## config.mk

```make
export PLATFORM = sky130hd
export DESIGN_NAME = alu_resp_pipe
export DESIGN_NICKNAME = d
export VERILOG_FILES = /design/src/rtl/alu_pkg.sv /design/src/rtl/alu_core.sv /design/src/rtl/alu_resp_pipe.sv
export SDC_FILE = /design/constraint.sdc
export NUM_CORES = 1
export LEC_CHECK = 0
export BUFFER_PORTS_ARGS = -buffer_cell sky130_fd_sc_hd__buf_2
export CAP_MARGIN = 25
export CORE_MARGIN = 10
export CORE_UTILIZATION = 55
export CTS_BUF_LIST = sky130_fd_sc_hd__clkbuf_8
export DETAILED_ROUTE_END_ITERATION = 10
export PLACE_DENSITY_LB_ADDON = 0.12
export SYNTH_ARGS = -nofsm -noshare
export SYNTH_HDL_FRONTEND = slang
export SYNTH_HIERARCHICAL = 1
export SYNTH_SLANG_ARGS = --single-unit
```

## constraint.sdc

```tcl
create_clock -name clk -period 6.3 [get_ports clk]
set_input_delay 0.63 -clock clk [delete_from_list [all_inputs] [get_ports clk]]
set_output_delay 0.63 -clock clk [all_outputs]
set_load 0.02 [all_outputs]
```

## src/rtl/alu_pkg.sv

```systemverilog
`default_nettype none
// ============================================================================
//  Module      : alu_pkg
//  Description : Opcode encodings and helpers for the ALU pattern interface.
//                Shared by the ALU responder, pattern driver and checker.
//  Revision    : 1.0 - initial release
// ============================================================================
package alu_pkg;

    localparam logic [3:0] OP_OR  = 4'd0;
    localparam logic [3:0] OP_AND = 4'd1;
    localparam logic [3:0] OP_ADD = 4'd2;
    localparam logic [3:0] OP_SUB = 4'd6;
    localparam logic [3:0] OP_SLT = 4'd7;
    localparam logic [3:0] OP_NOR = 4'd12;

    function automatic logic is_legal_op(input logic [3:0] op);
        return (op == OP_OR)  || (op == OP_AND) || (op == OP_ADD) ||
               (op == OP_SUB) || (op == OP_SLT) || (op == OP_NOR);
    endfunction

endpackage
`default_nettype wire

```

## src/rtl/alu_core.sv

```systemverilog
`default_nettype none
// ============================================================================
//  Module      : alu_core
//  Description : Purely combinational ALU: (a, b, op) -> (result, z, c, v, err)
//  Ports       : a, b    operands A and B
//                op      opcode (alu_pkg encodings)
//                result  operation result
//                z/c/v   zero / carry-out / signed-overflow flags
//                err     opcode was illegal
//  Revision    : 1.0 - initial release
// ============================================================================
module alu_core
    import alu_pkg::*;
#(
    parameter int WIDTH    = 32,
    parameter bit ERR_ZERO = 1'b1
) (
    input  logic [WIDTH-1:0] a,
    input  logic [WIDTH-1:0] b,
    input  logic [3:0]       op,
    output logic [WIDTH-1:0] result,
    output logic             z,
    output logic             c,
    output logic             v,
    output logic             err
);

    // SUB and SLT share the adder: A + ~B + 1.
    logic             w_invert;
    logic [WIDTH-1:0] w_b_eff;
    logic [WIDTH:0]   w_sum;
    logic             w_ovf;

    assign w_invert = (op == OP_SUB) || (op == OP_SLT);
    assign w_b_eff  = w_invert ? ~b : b;
    assign w_sum    = {1'b0, a} + {1'b0, w_b_eff} + {{WIDTH{1'b0}}, w_invert};
    // Operands of equal sign producing a sum of the other sign.
    assign w_ovf    = (a[WIDTH-1] == w_b_eff[WIDTH-1]) &&
                      (w_sum[WIDTH-1] != a[WIDTH-1]);

    always_comb begin
        result = '0;
        c      = 1'b0;
        v      = 1'b0;
        err    = 1'b0;
        case (op)
            OP_OR:  result = a | b;
            OP_AND: result = a & b;
            OP_NOR: result = ~(a | b);
            OP_ADD, OP_SUB: begin
                result = w_sum[WIDTH-1:0];
                c      = w_sum[WIDTH];
                v      = w_ovf;
            end
            // Signed less-than: sign of the difference corrected by overflow.
            OP_SLT: result = {{(WIDTH-1){1'b0}}, w_sum[WIDTH-1] ^ w_ovf};
            default: err   = 1'b1;
        endcase
        z = err ? ERR_ZERO : ~|result;
    end

endmodule
`default_nettype wire

```

## src/rtl/alu_resp_pipe.sv

```systemverilog
`default_nettype none
// ============================================================================
//  Module      : alu_resp_pipe
//  Description : Two-stage, valid/ready flow-controlled 32-bit ALU responder.
//                S1 registers operands/opcode, S2 registers result and flags.
//                Results leave in strict issue order; up to 2 ops in flight.
//  Ports       : clk, rst_n                 clock, sync active-low reset
//                in_valid/in_ready          operation handshake
//                src1, src2, ALU_control    operands and opcode
//                out_valid/out_ready        result handshake
//                result, zero, cout,
//                overflow, op_err           result and flags
//  Revision    : 1.0 - initial release
// ============================================================================
module alu_resp_pipe
    import alu_pkg::*;
#(
    parameter int WIDTH    = 32,
    parameter bit ERR_ZERO = 1'b1
) (
    input  logic             clk,
    input  logic             rst_n,
    input  logic             in_valid,
    output logic             in_ready,
    input  logic [WIDTH-1:0] src1,
    input  logic [WIDTH-1:0] src2,
    input  logic [3:0]       ALU_control,
    output logic             out_valid,
    input  logic             out_ready,
    output logic [WIDTH-1:0] result,
    output logic             zero,
    output logic             cout,
    output logic             overflow,
    output logic             op_err
);

    logic             r_s1_v;
    logic [WIDTH-1:0] r_s1_a;
    logic [WIDTH-1:0] r_s1_b;
    logic [3:0]       r_s1_op;
    logic             r_s2_v;

    logic [WIDTH-1:0] w_res;
    logic             w_z;
    logic             w_c;
    logic             w_v;
    logic             w_err;
    logic             w_s2_free;

    alu_core #(
        .WIDTH    (WIDTH),
        .ERR_ZERO (ERR_ZERO)
    ) u_core (
        .a      (r_s1_a),
        .b      (r_s1_b),
        .op     (r_s1_op),
        .result (w_res),
        .z      (w_z),
        .c      (w_c),
        .v      (w_v),
        .err    (w_err)
    );

    // S2 can take a new entry when empty or being drained this cycle.
    assign w_s2_free = !r_s2_v || out_ready;
    assign in_ready  = !r_s1_v || w_s2_free;
    assign out_valid = r_s2_v;

    always_ff @(posedge clk) begin
        if (!rst_n) begin
            r_s1_v   <= 1'b0;
            r_s1_a   <= '0;
            r_s1_b   <= '0;
            r_s1_op  <= '0;
            r_s2_v   <= 1'b0;
            result   <= '0;
            zero     <= 1'b0;
            cout     <= 1'b0;
            overflow <= 1'b0;
            op_err   <= 1'b0;
        end else begin
            if (w_s2_free) begin
                r_s2_v <= r_s1_v;
                if (r_s1_v) begin
                    result   <= w_res;
                    zero     <= w_z;
                    cout     <= w_c;
                    overflow <= w_v;
                    op_err   <= w_err;
                end
            end
            if (in_ready) begin
                r_s1_v <= in_valid;
                if (in_valid) begin
                    r_s1_a  <= src1;
                    r_s1_b  <= src2;
                    r_s1_op <= ALU_control;
                end
            end
        end
    end

endmodule
`default_nettype wire

```

==> results.toml, run 1 <==
[critical_path]
end_kind = "flip-flop"
crit_chain = "and2b_2 > nand2_1 > buf_4 > xnor2_1 > ha_1 > a21oi_1 > o21ai_0 > a22o_1 > o21bai_1 > a2111oi_0 > or3_1 > or4_1 > nor4_2 > nand3_1 > nor4_2 > nand3_1 > a21boi_0"
path_class = "flip-flop to flip-flop"
crit_required_ns = 6.63
worst_setup_path_start_kind = "flip-flop"
r2r_slack_ns = 1.55
slowest_stage = "dfxtp_1"
worstPathArrival_ns = 5.08
path_delay_family = "simple AND/OR/NAND/NOR gates"
rr_startpoint = "r_s1_op[3]$_SDFFE_PN0P_"
crit_fanout = 33
r2r_cells = 17
cp_slowest_stage_delay_ns = 0.55
critPathBufInv = 1
reg2reg_to = "zero$_SDFFE_PN0P_"

[final_layout]
layout-drive-gt1-share_pct = 14.74
areaGrowthSynthToFinish_pct = 9.350
antenna_cells = 0
nets = 1149
layout_commonest_cell = "nand2_1"
nFillCells = 1260
seq_area_mm2 = 0.002122
multi_input_area_mm2 = 0.005253
final_cell_mix = "nand2_1, buf_2, dfxtp_1"

[sta]
tightest_slew_ns = 0.9170
timing.setup.tns_ns = 0
setup_viol = 0
rsz0062_at_grt = "false"
period_minus_slack_ns = 4.748
timing.fmax_mhz = 210.6
setup_ws_ns = 1.552
fin_crit_sh_pct = 75.37
finClkSkew_ns = 0.02107
maxSlewViolCount = 0
hold_slack_ns = 0.4691
hold_viol = 0
maxSlewHeadroom_pct = 38.80

[yosys]
synth_area_mm2 = 0.007801
async_flop_share_pct = 0
ys_seq_elements = 106
synth.net_count = 1097
ys.flop_type = "dfxtp_1"
synth_edf_count = 0
synth_warnings = 6
avgSynthCellArea_um2 = 7.896
synthCells = 988
yosysUniqueCellTypes = 72
ys_seq_area_share_pct = 27.20

[clock_network]
clock-sinks = 106
hold_buffers = 0
clock_latency_ns = 0.40
clock_path_buffers = 2
cts_tree = "done"
root_buffer = "clkbuf_8"
post_cts_buffers = 0
path_clk_slew_ns = 0.12
h-tree-depth = 3
cts_buffers = 9
postCtsResizedCells = 0

[global_route]
grt_pass1_vias = 6871
grt_max_degree = 104
grt_use_total_pct = 21.70
grt_pass1_wl_um = 35710
grt_overflow = 0
antenna_found_initial = 0

[min_path]
hp-start = "src1[24]"
hold_path.class = "input pin to flip-flop"
worstHoldPathCells = 3
min_to = "r_s1_a[24]$_SDFFE_PN0P_"

[die]
io_pins = 110
rows = 43
die_area_mm2 = 0.01935
die_height_um = 139.1
die_w_um = 139.1
start_util_pct = 56.20
core_mm2 = 0.01388

[power]
power_leakage_uw = 0.003785
cellPowerDensity_mw_per_mm2 = 199.5
peakVddDrop_mv = 0.1505

[route]
vias = 7462
drtPass1Iterations = 5
drt-initial-drc-count = 751
routed_wl_um = 22030
ant_nets = 0
drc = 0
wl_per_cell_um = 17.99
vias_per_cell = 6.091

[run]
max-cap-violations = 0

[placement]
gp_congestion = 0.9718
dp_slack_ns = 1.684
io_buffers = 109
dp.final_hpwl_um = 16620

[outcome]
status = "finished, final reports clean"
[flip-flops by register name, summed over array words and instances, names as in the netlist]
| name | flops |
|---|---|
| result | 32 |
| r_s1_b | 32 |
| overflow | 1 |
| r_s1_op | 4 |
| r_s1_v | 1 |
| zero | 1 |
| op_err | 1 |
| out_valid | 1 |
| cout | 1 |
| r_s1_a | 32 |
[per-layer routing]
metal	global-route usage (%)	up-vias	routed length, µm
li1	-	3682	-
met1	33.68	3419	11310
met2	28.60	330	8382
met3	4.897	31	2074
met4	5.601	0	271
met5	0	-	0
[kinds of logic after synthesis]
kind of cell / synth area share (%)
xor gates and xnor gates: 5.501
DFF: 27.20
and+or+nand+nor: 20.88
AOI/OAI and AO/OA: 25.29
muxes: 9.110
buffers and inverters: 5.726
adders and majority gates: 6.287
[how the worst max path moves through the flow]
stage / from / to / slack [ns] / depth (start not counted)
floorplan: r_s1_op[3]$_SDFFE_PN0P_ / zero$_SDFFE_PN0P_ / 2.00 / 18
global placement: r_s1_op[3]$_SDFFE_PN0P_ / zero$_SDFFE_PN0P_ / 1.74 / 17
detailed placement: r_s1_op[3]$_SDFFE_PN0P_ / zero$_SDFFE_PN0P_ / 1.68 / 16
CTS: r_s1_op[3]$_SDFFE_PN0P_ / zero$_SDFFE_PN0P_ / 1.66 / 18
global route: r_s1_op[3]$_SDFFE_PN0P_ / zero$_SDFFE_PN0P_ / 1.19 / 17
finish: r_s1_op[3]$_SDFFE_PN0P_ / zero$_SDFFE_PN0P_ / 1.55 / 17
[worst reg2reg max path: cells and delay by family (launching register included)]
kind | cells | cell delay (ns)
and+or+nand+nor | 8 | 1.83
buffers and inverters | 1 | 0.46
AOI/OAI and AO/OA | 6 | 1.34
xor gates and xnor gates | 1 | 0.22
DFF | 1 | 0.55
adders and majority gates | 1 | 0.29
[power breakdown]
group	switching (µW)	leakage [µW]	internal [µW]
Sequential	50.8	0.000870	708
Clock	251	0.000114	228
Combinational	275	0.00280	189
Total	577	0.00379	1120
[stage by stage]
step / cells / util [%] / cell area (µm²) / total power, µW
after floorplan: 988 / - / 7801 / 1101
after global placement: 1208 / 59.64 / 8279 / 1220
after detailed placement: 1209 / 59.84 / 8307 / 1224
after CTS: 1225 / 61.46 / 8531 / 1706
after global routing: 1225 / 61.46 / 8531 / 1784
final: 1225 / 61.46 / 8531 / 1702
[synthesized netlist by cell type (3+ instances only)]
cell type	n	share of area (%)
a2111oi_0	3	0.34
a211o_1	6	0.67
a21boi_0	30	2.9
a21boi_1	8	0.77
a21o_1	36	3.5
a21oi_1	45	2.9
a221o_1	6	0.77
a221oi_1	21	2.4
and2_1	3	0.24
and3_1	5	0.40
buf_1	8	0.38
buf_2	18	1.2
buf_4	7	0.67
buf_6	5	0.72
clkbuf_1	39	1.9
dfxtp_1	106	27
ha_1	36	5.8
inv_1	17	0.82
mux2i_1	71	9.1
nand2_1	168	8.1
nand2b_1	5	0.40
nand3_1	46	3.0
nand4_1	9	0.72
nor2_1	25	1.2
nor2b_1	5	0.40
nor3_1	40	2.6
nor4_1	8	0.64
o2111a_1	3	0.43
o2111ai_1	3	0.34
o211ai_1	7	0.67
o21a_1	11	1.1
o21ai_0	71	4.6
o21bai_1	4	0.38
o221ai_1	4	0.45
o31a_1	3	0.34
o31ai_1	4	0.38
or3_1	7	0.56
or4_1	4	0.38
xnor2_1	39	4.4
xor2_1	10	1.1
[final cells by class]
class | count | share of cell area [%]
clock buffers | 9 | 1.452
clock inverters | 7 | 1.173
inverters | 17 | 0.7480
multi-input cells | 787 | 61.57
flip-flops and latches | 106 | 24.88
well taps | 180 | 2.640
repair buffers | 119 | 7.539
Note: power is estimated with default switching activity, not from simulation.
==> run 2: changes to the inputs <==
--- a/config.mk
+++ b/config.mk
@@ -8,7 +8,7 @@
 export BUFFER_PORTS_ARGS = -buffer_cell sky130_fd_sc_hd__buf_2
 export CAP_MARGIN = 25
 export CORE_MARGIN = 10
-export CORE_UTILIZATION = 55
+export CORE_UTILIZATION = 54
 export CTS_BUF_LIST = sky130_fd_sc_hd__clkbuf_8
 export DETAILED_ROUTE_END_ITERATION = 10
 export PLACE_DENSITY_LB_ADDON = 0.12
==> constraint.sdc (replaced) <==
create_clock -name clk -period 4 [get_ports clk]
set_input_delay 0.4 -clock clk [delete_from_list [all_inputs] [get_ports clk]]
set_output_delay 0.4 -clock clk [all_outputs]
set_load 0.02 [all_outputs]
==> results.toml, run 2 (same netlist as run 1, synthesis figures left out) <==
[route]
wl_per_cell_um = 17.49
vias = 7676
drtPass1Iterations = 5
routed_wl_um = 23020
ant_nets = 0
drt-initial-drc-count = 755
vias_per_cell = 5.833
drc = 0

[run]
max-cap-violations = 0

[critical_path]
end_kind = "flip-flop"
r2r_cells = 18
crit_required_ns = 4.31
path_class = "flip-flop to flip-flop"
worst_setup_path_start_kind = "flip-flop"
worstPathArrival_ns = 4.29
reg2reg_to = "zero$_SDFFE_PN0P_"
r2r_slack_ns = 0.02
rr_startpoint = "r_s1_op[3]$_SDFFE_PN0P_"
crit_fanout = 14

[placement]
dpl-instance-area_mm2 = 0.008957
io_buffers = 109
gp_congestion = 1.003
dp.final_hpwl_um = 17670
dp_slack_ns = -0.04610

[sta]
maxSlewHeadroom_pct = 40.16
period_minus_slack_ns = 3.980
maxSlewViolCount = 0
fin_crit_sh_pct = 99.50
setup_viol = 0
finClkSkew_ns = 0.01779
hold_slack_ns = 0.2322
hold_viol = 0
timing.setup.tns_ns = 0
setup_ws_ns = 0.01987
timing.fmax_mhz = 251.2
tightest_slew_ns = 0.8965
rsz0062_at_grt = "true"

[die]
io_pins = 110
die_area_mm2 = 0.01965
rows = 43
start_util_pct = 55.56
core_mm2 = 0.01404
die_height_um = 140.2
die_w_um = 140.2

[min_path]
worstHoldPathCells = 3
hold_path.class = "input pin to flip-flop"
hp-start = "src2[25]"
min_to = "r_s1_b[25]$_SDFFE_PN0P_"

[global_route]
grt_pass1_wl_um = 36260
grt_overflow = 0
grt_use_total_pct = 22.07
grt_pass1_vias = 6905
antenna_found_initial = 0
grt_max_degree = 99

[final_layout]
layout-drive-gt1-share_pct = 22.64
areaGrowthSynthToFinish_pct = 19.62
nets = 1239
final_cell_mix = "nand2_1, buf_2, dfxtp_1"
fin_area_mm2 = 0.009331
layout_commonest_cell = "nand2_1"
nFillCells = 1230
reg_top3 = "r_s1_a (32), r_s1_b (32), result (32)"

[clock_network]
clock_path_buffers = 2
cts_buffers = 9
root_buffer = "clkbuf_8"
clock_latency_ns = 0.40
h-tree-depth = 3
hold_buffers = 0
path_clk_slew_ns = 0.11
cts_tree = "done"
clock-sinks = 106

[power]
cellPowerDensity_mw_per_mm2 = 303.3
power_frac_clock_pct = 27.3
sw_frac_of_total_pct = 34.00
peakVddDrop_mv = 0.2505
pwr-share-seq_pct = 42.0
power.switching_uw = 962.3
total_power_uw = 2830
internal_power_uw = 1868
power_leakage_uw = 0.004291
comb_power_share_pct = 30.8

[outcome]
status = "finished, final reports clean"
[run 2: what timing repair did]
item | CTS | global route
buffers inserted | 0 | 5
setup endpoints to repair | 1 | 2
resized for setup | 4 | 23
pin swaps | 0 | 10
cloned | 0 | 0
[run 2: layout make-up]
| cell class | count | area (µm²) | area share, % |
|---|---|---|---|
| sequential | 106 | 2122 | 22.74 |
| clock inverter | 7 | 101.3 | 1.086 |
| inverter | 17 | 63.81 | 0.6838 |
| antenna | 1 | 2.502 | 0.02682 |
| tap | 180 | 225.2 | 2.414 |
| multi-input combinational | 787 | 5341 | 57.24 |
| clock buffer | 9 | 123.9 | 1.327 |
| timing repair buffer | 209 | 1351 | 14.48 |
[run 2: worst max-delay path by stage]
stage	depth (start not counted)	to	from	slack [ns]
after floorplan	18	zero$_SDFFE_PN0P_	r_s1_op[3]$_SDFFE_PN0P_	0.01
after CTS	17	zero$_SDFFE_PN0P_	r_s1_op[3]$_SDFFE_PN0P_	0.01
after global routing	18	zero$_SDFFE_PN0P_	r_s1_op[3]$_SDFFE_PN0P_	-0.19
after global placement	18	zero$_SDFFE_PN0P_	r_s1_op[3]$_SDFFE_PN0P_	-0.02
final	18	zero$_SDFFE_PN0P_	r_s1_op[3]$_SDFFE_PN0P_	0.02
after detailed placement	17	zero$_SDFFE_PN0P_	r_s1_op[3]$_SDFFE_PN0P_	-0.05
[run 2: critical path: stages (launching register included)]
cell	delay (ns)
dfxtp_1	0.32
and2b_2	0.24
nand2_4	0.09
buf_12	0.17
xnor2_1	0.13
ha_1	0.35
a21oi_1	0.20
o21a_1	0.20
nor2_1	0.09
or4_4	0.55
o2111a_1	0.29
o21a_1	0.21
buf_4	0.14
o311ai_1	0.54
nor4_4	0.05
nand3_1	0.12
nor4_2	0.04
nand3_1	0.09
a21boi_1	0.06
[run 2: power groups by stage]
stage                     Combinational, µW  Sequential, µW  Clock [µW]
final                                   871            1190         772
after global routing                    949            1200         813
after CTS                               834            1180         781
after detailed placement                828            1210           0
after global placement                  825            1210           0
after floorplan                         529            1210           0
[run 2: metal layers]
metal / track usage [%] / wire, µm / share of wire, %
met1: 34.59 / 11860 / 52
met2: 29.11 / 8882 / 39
met3: 4.801 / 1942 / 8.4
met4: 5.163 / 336 / 1.5
met5: 0 / 0 / 0
[run 2: metrics by stage]
| step | util [%] | cells |
|---|---|---|
| final | 66.45 | 1316 |
| after floorplan | - | 988 |
| after detailed placement | 63.79 | 1294 |
| after global placement | 63.59 | 1293 |
| after global routing | 66.44 | 1315 |
| after CTS | 65.52 | 1310 |
